### config.mk
export PLATFORM = sky130hd
export DESIGN_NAME = l1_rd_arbiter
export DESIGN_NICKNAME = d
export VERILOG_FILES = /design/src/rtl/l1_rd_arbiter_pkg.sv /design/src/rtl/l1_rd_arbiter_arb_sel.sv /design/src/rtl/l1_rd_arbiter.sv
export SDC_FILE = /design/constraint.sdc
export NUM_CORES = 1
export LEC_CHECK = 0
export CAP_MARGIN = 25
export CORE_AREA = 2 2 133 135
export DETAILED_ROUTE_END_ITERATION = 16
export DIE_AREA = 0 0 135 137
export PLACE_DENSITY_LB_ADDON = 0.12
export SETUP_SLACK_MARGIN = 0.02
export SYNTH_ARGS = -nofsm -noshare
export SYNTH_HDL_FRONTEND = slang
export SYNTH_HIERARCHICAL = 1
export SYNTH_SLANG_ARGS = --single-unit
### constraint.sdc
create_clock -name CLK -period 4.35 [get_ports CLK]
set_clock_uncertainty 0.05 [all_clocks]
set_input_delay 0.435 -clock CLK [delete_from_list [all_inputs] [get_ports CLK]]
set_output_delay 0.435 -clock CLK [all_outputs]
set_load 0.01 [all_outputs]
### src/rtl/l1_rd_arbiter_pkg.sv
// rtl/l1_rd_arbiter_pkg.sv - shared state, grant and burst encodings for the L1 read arbiter
package l1_rd_arbiter_pkg;

  localparam logic [1:0] ARB_IDLE = 2'd0;
  localparam logic [1:0] ARB_ADDR = 2'd1;
  localparam logic [1:0] ARB_DATA = 2'd2;

  localparam logic GNT_IL1 = 1'b0;
  localparam logic GNT_DL1 = 1'b1;

  localparam logic [1:0] INCR = 2'b01;

endpackage

### src/rtl/l1_rd_arbiter_arb_sel.sv
// rtl/l1_rd_arbiter_arb_sel.sv - winner select; ARB_RR_EN adds a round-robin last-grant flop
module l1_rd_arbiter_arb_sel
  import l1_rd_arbiter_pkg::*;
(
`ifdef ARB_RR_EN
  input  logic clk,
  input  logic rst,
  input  logic grant_en,
`endif
  input  logic il1_req,
  input  logic dl1_req,
  output logic win
);

`ifdef ARB_RR_EN
  logic last_gnt;

  always_ff @(posedge clk or posedge rst) begin
    if (rst)
      last_gnt <= GNT_IL1;
    else if (grant_en)
      last_gnt <= win;
  end

  // On contention the master that did not win last time goes first.
  always_comb begin
    if (il1_req && dl1_req)
      win = ~last_gnt;
    else if (dl1_req)
      win = GNT_DL1;
    else
      win = GNT_IL1;
  end
`else
  assign win = dl1_req ? GNT_DL1 : GNT_IL1;
`endif

endmodule

### src/rtl/l1_rd_arbiter.sv
// rtl/l1_rd_arbiter.sv - shares one L2 AXI read port between IL1 and DL1 refills (ARB_RR_EN: round-robin)
module l1_rd_arbiter
  import l1_rd_arbiter_pkg::*;
#(
  parameter int AW = 32,
  parameter int DW = 64
) (
  input  logic          CLK,
  input  logic          RST,
  input  logic [AW-1:0] IL1_ARADDR,
  input  logic [7:0]    IL1_ARLEN,
  input  logic [1:0]    IL1_ARBURST,
  input  logic          IL1_ARVALID,
  output logic          IL1_ARREADY,
  output logic [DW-1:0] IL1_RDATA,
  output logic [1:0]    IL1_RRESP,
  output logic          IL1_RLAST,
  output logic          IL1_RVALID,
  input  logic          IL1_RREADY,
  input  logic [AW-1:0] DL1_ARADDR,
  input  logic [7:0]    DL1_ARLEN,
  input  logic [1:0]    DL1_ARBURST,
  input  logic          DL1_ARVALID,
  output logic          DL1_ARREADY,
  output logic [DW-1:0] DL1_RDATA,
  output logic [1:0]    DL1_RRESP,
  output logic          DL1_RLAST,
  output logic          DL1_RVALID,
  input  logic          DL1_RREADY,
  output logic [AW-1:0] L2_ARADDR,
  output logic [7:0]    L2_ARLEN,
  output logic [1:0]    L2_ARBURST,
  output logic          L2_ARVALID,
  input  logic          L2_ARREADY,
  input  logic [DW-1:0] L2_RDATA,
  input  logic [1:0]    L2_RRESP,
  input  logic          L2_RLAST,
  input  logic          L2_RVALID,
  output logic          L2_RREADY,
  output logic          arb_busy,
  output logic          arb_err
);

  logic [1:0]    state;
  logic          gnt;
  logic          win;
  logic [AW-1:0] ar_addr;
  logic [7:0]    ar_len;
  logic [1:0]    ar_burst;
  logic [7:0]    len_q;
  logic [7:0]    beat_cnt;
  logic          err_q;

  logic any_req, in_addr, in_data, il1_sel, dl1_sel, r_hs;

  assign any_req = IL1_ARVALID | DL1_ARVALID;
  assign in_addr = (state == ARB_ADDR);
  assign in_data = (state == ARB_DATA);
  assign il1_sel = in_data & (gnt == GNT_IL1);
  assign dl1_sel = in_data & (gnt == GNT_DL1);
  assign r_hs    = L2_RVALID & L2_RREADY;

  l1_rd_arbiter_arb_sel u_arb_sel (
`ifdef ARB_RR_EN
    .clk      (CLK),
    .rst      (RST),
    .grant_en ((state == ARB_IDLE) & any_req),
`endif
    .il1_req  (IL1_ARVALID),
    .dl1_req  (DL1_ARVALID),
    .win      (win)
  );

  assign L2_ARVALID  = in_addr;
  assign L2_ARADDR   = ar_addr;
  assign L2_ARLEN    = ar_len;
  assign L2_ARBURST  = ar_burst;
  assign IL1_ARREADY = in_addr & L2_ARREADY & (gnt == GNT_IL1);
  assign DL1_ARREADY = in_addr & L2_ARREADY & (gnt == GNT_DL1);

  // Read channel is a straight pass-through to the granted master only.
  assign L2_RREADY  = (il1_sel & IL1_RREADY) | (dl1_sel & DL1_RREADY);
  assign IL1_RVALID = il1_sel & L2_RVALID;
  assign IL1_RDATA  = il1_sel ? L2_RDATA : '0;
  assign IL1_RRESP  = il1_sel ? L2_RRESP : 2'b00;
  assign IL1_RLAST  = il1_sel & L2_RLAST;
  assign DL1_RVALID = dl1_sel & L2_RVALID;
  assign DL1_RDATA  = dl1_sel ? L2_RDATA : '0;
  assign DL1_RRESP  = dl1_sel ? L2_RRESP : 2'b00;
  assign DL1_RLAST  = dl1_sel & L2_RLAST;

  assign arb_busy = (state != ARB_IDLE);
  assign arb_err  = err_q;

  always_ff @(posedge CLK or posedge RST) begin
    if (RST) begin
      state    <= ARB_IDLE;
      gnt      <= GNT_IL1;
      ar_addr  <= '0;
      ar_len   <= 8'd0;
      ar_burst <= 2'b00;
      len_q    <= 8'd0;
      beat_cnt <= 8'd0;
      err_q    <= 1'b0;
    end else begin
      case (state)
        ARB_IDLE: begin
          if (any_req) begin
            gnt      <= win;
            ar_addr  <= (win == GNT_DL1) ? DL1_ARADDR  : IL1_ARADDR;
            ar_len   <= (win == GNT_DL1) ? DL1_ARLEN   : IL1_ARLEN;
            ar_burst <= (win == GNT_DL1) ? DL1_ARBURST : IL1_ARBURST;
            state    <= ARB_ADDR;
          end
        end
        ARB_ADDR: begin
          if (L2_ARREADY) begin
            len_q    <= ar_len;
            beat_cnt <= 8'd0;
            state    <= ARB_DATA;
          end
        end
        ARB_DATA: begin
          if (r_hs) begin
            beat_cnt <= beat_cnt + 8'd1;
            // A short burst flags on RLAST; a long one flags when it overruns len.
            if (L2_RLAST) begin
              if (beat_cnt != len_q)
                err_q <= 1'b1;
              state <= ARB_IDLE;
            end else if (beat_cnt == len_q) begin
              err_q <= 1'b1;
            end
          end
        end
        default: state <= ARB_IDLE;
      endcase
    end
  end

endmodule

Yosys cells after proc, flatten, opt, wreduce, memory -nomap -nowiden
Cells that the tools add are included.
{"block": "op_classes", "n_eq_ne": 9, "add_sub_neg": 1, "n_bitwise": 15, "muxes": 19, "reduce_logical": 9}
{"cell": "64-bit two-way mux", "n": 2}
{"cell": "32-bit two-way mux", "n": 1}
{"cell": "8-bit two-way mux", "n": 3}
{"cell": "8-bit one-hot mux with 2 select lines", "n": 1}
{"cell": "2-bit two-way mux", "n": 7}
{"cell": "1-bit AND", "n": 12}
{"cell": "8-bit by 1-bit adder with 8-bit output (second input constant)", "n": 1}
{"cell": "8-bit == test", "n": 1}
{"cell": "8-bit != test", "n": 1}
{"cell": "4-bit AND reduction", "n": 2}
{"cell": "2-bit != test (second input constant)", "n": 3}
{"cell": "2-bit one-hot mux with 3 select lines", "n": 1}
{"cell": "2-bit nonzero test", "n": 3}
{"cell": "1-bit two-way mux", "n": 4}
{"cell": "2-bit by 1-bit != test with 1-bit output (second input constant)", "n": 2}
{"cell": "2-bit AND reduction", "n": 2}
{"cell": "3-bit AND reduction", "n": 1}
{"cell": "2-bit by 1-bit == test with 1-bit output (second input constant)", "n": 1}
{"cell": "2-bit == test (second input constant)", "n": 1}
{"cell": "2-bit zero test", "n": 1}
{"cell": "1-bit OR", "n": 2}
{"cell": "1-bit inverter", "n": 1}
{"block": "word_totals", "in_bits": 159, "output_inout_bits": 184, "regBits": 62, "word_cells": 61}

Logic depth before layout (Yosys ltp)
Gate-level depths: netlist (run 1).
{"block": "logic_depth", "ltp_word": 7, "ltp_mapped": 6, "mapped_depth_nobuf": 5}

Hierarchy
The synthesis (run 1) kept the hierarchy.
{"module": "l1_rd_arbiter", "seq_area_each_um2": 1551.5, "cells_each": 439, "n_inst": 1, "area_per_inst_um2": 3900.0}
{"module": "l1_rd_arbiter_arb_sel", "seq_area_each_um2": 0.0, "cells_each": 1, "n_inst": 1, "area_per_inst_um2": 7.5}

Worst setup path after synthesis (run 1)
No wires, ideal clock.
{"block": "synth_timing", "kind": "reg2out", "startpoint": "register state[0]", "endpoint": "output DL1_RDATA[34]", "required_time_ns": 3.865, "path_stages_with_launch": 7, "arrival_ns": 1.351, "slack_ns": 2.514, "path_buffers": 3, "cell_sequence": "dfrtp_1 -> nand2b_1 -> buf_2 -> nor2_2 -> buf_2 -> clkbuf_1 -> and2_1"}
{"block": "synth_between", "elab_chain_cells": 3}
{"element": "start, declared", "line_no": "l1_rd_arbiter.sv:44", "rtl": "logic [1:0] state;"}
{"element": "start signal, assigned", "line_no": "l1_rd_arbiter.sv:97", "rtl": "state <= ARB_IDLE;"}
{"element": "start signal, assigned", "line_no": "l1_rd_arbiter.sv:113", "rtl": "state <= ARB_ADDR;"}
{"element": "start signal, assigned", "line_no": "l1_rd_arbiter.sv:120", "rtl": "state <= ARB_DATA;"}
{"element": "2-bit == test", "line_no": "l1_rd_arbiter.sv:58", "rtl": "assign in_data = (state == ARB_DATA);"}
{"element": "1-bit AND", "line_no": "l1_rd_arbiter.sv:60", "rtl": "assign dl1_sel = in_data & (gnt == GNT_DL1);"}
{"element": "64-bit two-way mux", "line_no": "l1_rd_arbiter.sv:88", "rtl": "assign DL1_RDATA = dl1_sel ? L2_RDATA : '0;"}
{"element": "end, declared", "line_no": "l1_rd_arbiter.sv:25", "rtl": "output logic [DW-1:0] DL1_RDATA,"}
No other way between the ends.

Worst setup path in the final report (run 1)
{"block": "layout_timing", "startpoint": "register state[1]", "endpoint": "output DL1_RDATA[1]"}
Same word-level chain as after synthesis.

==> flow_summary_export.csv, run 1 <==
group,metric,value,unit
layout,regArea,1550,um2
synth,synth_nets,600,
layout,final_cells,994,
power_and_ir_drop,power_density,489,nW/um2
detailed_routing,wirelength,16.2,mm
sta,slew_violations,0,
global_route,grt_antenna_before_repair,0,
clock_network,cts-root-buf,"clkbuf_16",
synth,netlist_instances,440,
setup_path,critical_path_peak_fanout,52,
setup_path,startpoint_type,"flip-flop",
synth,yosys_warnings,6,
detailed_routing,drtAntennaViolNets,0,
sta,slew_headroom,40.0,%
power_and_ir_drop,power_leakage,3.17,nW
placement,place_area,7510,um2
layout,area_growth,101,%
die,die_w,135,um
clock_network,ctsResizeCount,0,
placement,post-dp-hpwl,13.2,mm
sta,finalHoldViolations,0,
layout,drive_gt1_share,5.07,%
setup_path,path_class,"flip-flop to output port",
global_route,grt_pass1_wl,23.7,mm
sta,rsz0062_at_grt,"no",
detailed_routing,first_pass_iters,4,
clock_network,clock-sinks,62,
synth,yosysUniqueCellTypes,36,
run_status,status,"completed",
setup_path,crit_path_end_kind,"output port",
layout,finish.instance_area,7870,um2
flow_run,cap_viol_max_count,0,
setup_path,cp.arrival,2.43,ns
sta,tightest_slew,0.898,ns
clock_network,clk_pin_slew,0.06,ns
sta,final.setup.tns,0,ns
detailed_routing,num_vias,4163,
placement,place_ws,1.37,ns
clock_network,ctsHoldBuffers,0,
clock_network,tritoncts,"done",
die,die_area,18500,um2
layout,final_common_cell,"clkdlybuf4s50_1",
global_route,track_usage,16.7,%
layout,multi_input_area,2180,um2
setup_path,reg2reg_slack,2.08,ns
detailed_routing,viasPerCell,4.19,
detailed_routing,drt_iter0_drc,139,
sta,period_needed,2.92,ns
detailed_routing,avgRoutedWirePerCell,16.3,um
sta,whs,0.337,ns
clock_network,clk_latency,0.33,ns
die,placement_rows,48,
global_route,grt_pass1_vias,4111,
synth,avgSynthCellArea,8.88,um2
synth,ys_ff_latch,62,
global_route,grt_max_degree,68,
global_route,overflow,0,
layout,fin_nets,924,
layout,fillerInstances,1617,
placement,dpl.cell_count,976,
die,core-area,17100,um2
clock_network,clockBufferDepth,2,
clock_network,cts_max_level,3,
placement,port_buffers,342,
die,ios,343,
layout,final_cell_mix,"clkdlybuf4s50_1 (341), and2_1 (134), dfrtp_1 (62)",
detailed_routing,post-route-drc-count,0,
synth,yosysSeqAreaShare,39.7,%
die,fp.dieH,137,um
clock_network,post_cts_buffers,0,
die,initial_core_util,22.9,%
sta,fin_crit_sh,67.0,%
clock_network,cts_buffers,9,
layout,n_antenna_cell,0,
power_and_ir_drop,vdd_drop_max,445,uV
sta,setup_viol,0,
sta,setup_ws,1.43,ns
placement,place_congestion,0.866,
sta,fmax,343,MHz
synth,syn_area,3910,um2
hold_path,worstHoldPathType,"input port to async pin",
setup_path,worstPathRequired,3.87,ns
[flip-flops by register name (all words and copies together) (netlist names)]
| register | count |
|---|---|
| L2_ARADDR | 32 |
| L2_ARLEN | 8 |
| beat_cnt | 8 |
| len_q | 8 |
| L2_ARBURST | 2 |
| state | 2 |
| arb_err | 1 |
| gnt | 1 |
[critical path, cell delays in order (launching register included)]
cell             delay, ns
dfrtp_1               0.49
nand2b_1              0.28
nor2_4                0.36
buf_12                0.24
and2_1                0.15
clkdlybuf4s50_1       0.58
[synth_stat cells]
master / instances / share of area [%]
nor2_1: 48 / 4.6
buf_6: 1 / 0.29
nand2b_1: 1 / 0.16
nor3_1: 2 / 0.26
inv_1: 5 / 0.48
and3_1: 2 / 0.32
o21ai_0: 5 / 0.64
a31oi_1: 5 / 0.80
nand3_1: 5 / 0.64
a2bb2oi_1: 1 / 0.22
a21oi_1: 46 / 5.9
nand4_1: 4 / 0.64
a41oi_1: 1 / 0.22
xnor2_1: 8 / 1.8
mux2_4: 2 / 0.77
buf_4: 3 / 0.58
or2_2: 2 / 0.32
ha_1: 1 / 0.32
a211o_1: 1 / 0.22
nor4_1: 1 / 0.16
and2_4: 1 / 0.22
nor2_2: 2 / 0.32
mux2_2: 8 / 2.3
buf_2: 15 / 1.9
nand2_1: 8 / 0.77
and2_1: 134 / 21
clkbuf_2: 3 / 0.38
buf_1: 1 / 0.096
o22ai_1: 1 / 0.16
clkbuf_1: 12 / 1.2
a21o_1: 1 / 0.19
dfrtp_1: 62 / 40
mux2i_1: 43 / 11
a32o_1: 1 / 0.26
nor2b_1: 3 / 0.48
and3b_1: 1 / 0.22
[worst paths after layout]
path | startpoint | endpoint | cells past startpoint
max | state[1]$_DFFE_PP0P_ | DL1_RDATA[1] | 5
min | RST | L2_ARADDR[9]$_DFFE_PP0P_ | 2
max reg2reg | state[1]$_DFFE_PP0P_ | L2_ARADDR[12]$_DFFE_PP0P_ | 5
min reg2reg | arb_err$_DFFE_PP0P_ | arb_err$_DFFE_PP0P_ | 1
max in group asynchronous | RST | L2_ARADDR[19]$_DFFE_PP0P_ | 4
min in group CLK | arb_err$_DFFE_PP0P_ | arb_err$_DFFE_PP0P_ | 1
[through the flow]
step / total power [mW] / util (%)
2_1_floorplan: 1.94 / -
3_3_place_gp: 3.06 / 43.9
3_5_place_dp: 3.08 / 44.0
4_1_cts: 3.89 / 45.9
5_1_grt: 4.12 / 46.2
6_report: 3.85 / 46.2
[power breakdown]
part | switching, mW | leakage, nW | internal [mW] | total, mW
sequential | 0.186 | 0.709 | 0.838 | 1.02
combinational | 0.896 | 2.30 | 1.15 | 2.05
clock | 0.261 | 0.160 | 0.518 | 0.779
total | 1.34 | 3.17 | 2.51 | 3.85
[cell families after synthesis]
| family | Yosys count | synth area share, % |
|---|---|---|
| multiplexers | 53 | 14.1 |
| AO/OA/AOI/OAI | 62 | 8.61 |
| flip-flops | 62 | 39.7 |
| adder cells (fa/ha/maj) | 1 | 0.320 |
| buffers and inverters | 40 | 4.90 |
| AND/OR/NAND/NOR | 214 | 30.6 |
| XOR/XNOR | 8 | 1.79 |
[routing by layer]
metal | wire length [um] | up-vias | track usage (%)
li1 | - | 2094 | -
met1 | 6080 | 1849 | 19.2
met2 | 8600 | 210 | 30.8
met3 | 1430 | 10 | 4.74
met4 | 117 | 0 | 3.82
met5 | 0 | - | 0
[final cells by class]
class / instances / area share [%]
Clock inverter: 5 / 1.05
Tap cell: 225 / 3.58
Inverter: 5 / 0.238
Sequential cell: 62 / 19.7
Multi-Input combinational cell: 338 / 27.7
Clock buffer: 11 / 3.08
Timing Repair Buffer: 348 / 44.6
Power figures use the tool's default switching activity.
==> inputs of run 2 (changes only) <==
--- a/config.mk
+++ b/config.mk
@@ -6,9 +6,9 @@
 export NUM_CORES = 1
 export LEC_CHECK = 0
 export CAP_MARGIN = 25
-export CORE_AREA = 2 2 133 135
+export CORE_AREA = 2 2 134 136
 export DETAILED_ROUTE_END_ITERATION = 16
-export DIE_AREA = 0 0 135 137
+export DIE_AREA = 0 0 136 138
 export PLACE_DENSITY_LB_ADDON = 0.12
 export SETUP_SLACK_MARGIN = 0.02
 export SYNTH_ARGS = -nofsm -noshare
==> constraint.sdc (replaced) <==
create_clock -name CLK -period 2.46 [get_ports CLK]
set_clock_uncertainty 0.05 [all_clocks]
set_input_delay 0.246 -clock CLK [delete_from_list [all_inputs] [get_ports CLK]]
set_output_delay 0.246 -clock CLK [all_outputs]
set_load 0.01 [all_outputs]
==> run 2 against run 1 <==
Effect of this change: combinational power rose by 84%; sequential power up 76%; final area grew 1.0%; power increased by 78%; critical path depth unchanged; first-iteration DRC count fell by 21%; routed wire length is 0.37% higher; core utilization decreased by 0.79 points; die area grew 1.5%; worst setup slack worse by 1.3 ns; flip-flop and latch count unchanged; count of clock-buffer cells in the layout shrank 1; largest cell class unchanged.
==> flow_summary_export.csv, run 2 (synthesis results as in run 1) <==
group,metric,value,unit
clock_network,post_cts_buffers,0,
power_and_ir_drop,p_sw_share,35.8,%
global_route,overflow,0,
global_route,grt_max_degree,68,
setup_path,worstPathRequired,2.16,ns
clock_network,clk_latency,0.33,ns
clock_network,clock-sinks,62,
sta,fin_crit_sh,94.3,%
placement,post-dp-hpwl,12.8,mm
layout,final_cell_mix,"clkdlybuf4s50_1 (339), and2_1 (134), dfrtp_1 (61)",
setup_path,path_class,"flip-flop to output port",
placement,place_ws,0.290,ns
clock_network,clk_pin_slew,0.06,ns
die,core-area,17500,um2
flow_run,cap_viol_max_count,0,
die,die_area,18800,um2
detailed_routing,num_vias,4323,
power_and_ir_drop,power_leakage,3.24,nW
detailed_routing,drt_iter0_drc,110,
sta,whs,0.191,ns
clock_network,cts-root-buf,"clkbuf_16",
die,fp.dieH,138,um
die,ios,343,
setup_path,crit_path_end_kind,"output port",
sta,fmax,431,MHz
layout,largest_register_ffs,32,
sta,slew_violations,0,
layout,final_common_cell,"clkdlybuf4s50_1",
global_route,grt_pass1_vias,4291,
sta,tightest_slew,0.462,ns
placement,dpl.cell_count,987,
global_route,grt_pass1_wl,24.4,mm
sta,setup_ws,0.140,ns
power_and_ir_drop,power.internal,4.41,mW
run_status,status,"completed",
clock_network,cts_max_level,3,
detailed_routing,wirelength,16.3,mm
setup_path,cp.arrival,2.02,ns
die,placement_rows,49,
die,initial_core_util,22.3,%
power_and_ir_drop,power_density,863,nW/um2
detailed_routing,first_pass_iters,6,
sta,finalHoldViolations,0,
clock_network,tritoncts,"done",
detailed_routing,drtAntennaViolNets,0,
clock_network,cts_buffers,9,
layout,fillerInstances,1674,
power_and_ir_drop,power_frac_seq,26.2,%
sta,final.setup.tns,0,ns
power_and_ir_drop,pwr-share-clk,18.8,%
placement,place_congestion,0.876,
power_and_ir_drop,combinationalPowerShare,55.0,%
detailed_routing,post-route-drc-count,0,
die,die_w,136,um
setup_path,critical_path_peak_fanout,34,
global_route,track_usage,16.9,%
clock_network,ctsHoldBuffers,0,
layout,drive_gt1_share,6.31,%
sta,slew_headroom,69.2,%
hold_path,worstHoldPathType,"input port to flip-flop",
power_and_ir_drop,finalPower,6.87,mW
detailed_routing,viasPerCell,4.29,
placement,port_buffers,342,
global_route,grt_antenna_before_repair,2,
layout,fin_nets,931,
power_and_ir_drop,vdd_drop_max,582,uV
layout,area_growth,104,%
clock_network,clockBufferDepth,2,
sta,rsz0062_at_grt,"yes",
sta,period_needed,2.32,ns
layout,regArea,1550,um2
setup_path,startpoint_type,"flip-flop",
sta,setup_viol,0,
layout,final_cells,1007,
detailed_routing,avgRoutedWirePerCell,16.2,um
layout,multi_input_area,2190,um2
power_and_ir_drop,p_switching,2.46,mW
==> run 2: cell count changes in the layout (fill, tap and decap cells not counted), moves of 2 or more <==
cell,delta
dlymetal6s2s_1,+2
clkinvlp_4,+3
clkbuf_16,+2
clkdlybuf4s50_1,-2
buf_4,+6
diode_2,+2
==> run 2: path summary, 6_finish.rpt <==
| check | end | cells after the start | start | slack (ns) |
|---|---|---|---|---|
| min in group asynchronous | L2_ARADDR[11]$_DFFE_PP0P_ | 3 | RST | 0.25 |
| hold reg to reg | arb_err$_DFFE_PP0P_ | 1 | arb_err$_DFFE_PP0P_ | 0.41 |
| setup reg to reg | L2_ARLEN[0]$_DFFE_PP0P_ | 6 | state[1]$_DFFE_PP0P_ | 0.64 |
| hold / removal | gnt$_DFFE_PP0P_ | 3 | DL1_ARVALID | 0.19 |
| max in group asynchronous | gnt$_DFFE_PP0P_ | 3 | RST | 1.79 |
| setup / recovery | DL1_RDATA[28] | 5 | gnt$_DFFE_PP0P_ | 0.14 |
==> run 2: routing by layer <==
metal / part of all wire, % / track usage, %
met5: 0 / 0
met2: 52 / 30.1
met4: 1.6 / 5.48
met1: 37 / 18.6
met3: 9.2 / 5.90
==> run 2: layout make-up <==
cell class                 instances  area share, %
multi-input combinational        338           27.5
tap                              229           3.60
timing repair buffer             355           45.2
sequential                        62           19.5
clock buffer                      10           3.00
clock inverter                     6          0.881
antenna                            2         0.0629
inverter                           5          0.236
==> run 2: power groups by stage <==
stage / sequential (mW) / combinational (mW) / clock [mW]
finish: 1.80 / 3.77 / 1.29
global route: 1.87 / 4.09 / 1.39
CTS: 1.80 / 3.75 / 1.34
detailed placement: 1.80 / 3.74 / 0
global placement: 1.79 / 3.70 / 0
floorplan: 1.92 / 1.51 / 0
==> run 2: per-stage QoR <==
| step | cell area [um2] | utilization, % |
|---|---|---|
| floorplan | 3910 | - |
| global placement | 7580 | 43.2 |
| detailed placement | 7580 | 43.2 |
| CTS | 7890 | 45.0 |
| global route | 7960 | 45.4 |
| finish | 7960 | 45.4 |
==> run 2: repair_timing <==
item                       4_1_cts  5_1_grt
gates cloned                     0        2
gates resized for setup          2        3
pin swaps                        0        1
setup endpoints to repair      134      134
==> run 2: critical path, stage by stage (launching register included) <==
cell	delay, ns
dfrtp_2	0.43
inv_1	0.14
nor2_4	0.19
buf_12	0.20
and2_1	0.18
clkdlybuf4s50_1	0.54
==> inputs of run 3 (changes only) <==
--- a/config.mk
+++ b/config.mk
@@ -7,6 +7,7 @@
 export LEC_CHECK = 0
 export CAP_MARGIN = 25
 export CORE_AREA = 2 2 134 136
+export CTS_CLUSTER_DIAMETER = 30
 export DETAILED_ROUTE_END_ITERATION = 16
 export DIE_AREA = 0 0 136 138
 export PLACE_DENSITY_LB_ADDON = 0.12
==> results of run 3 <==
No change in the layout: final DEF, timing and power equal those of run 2.
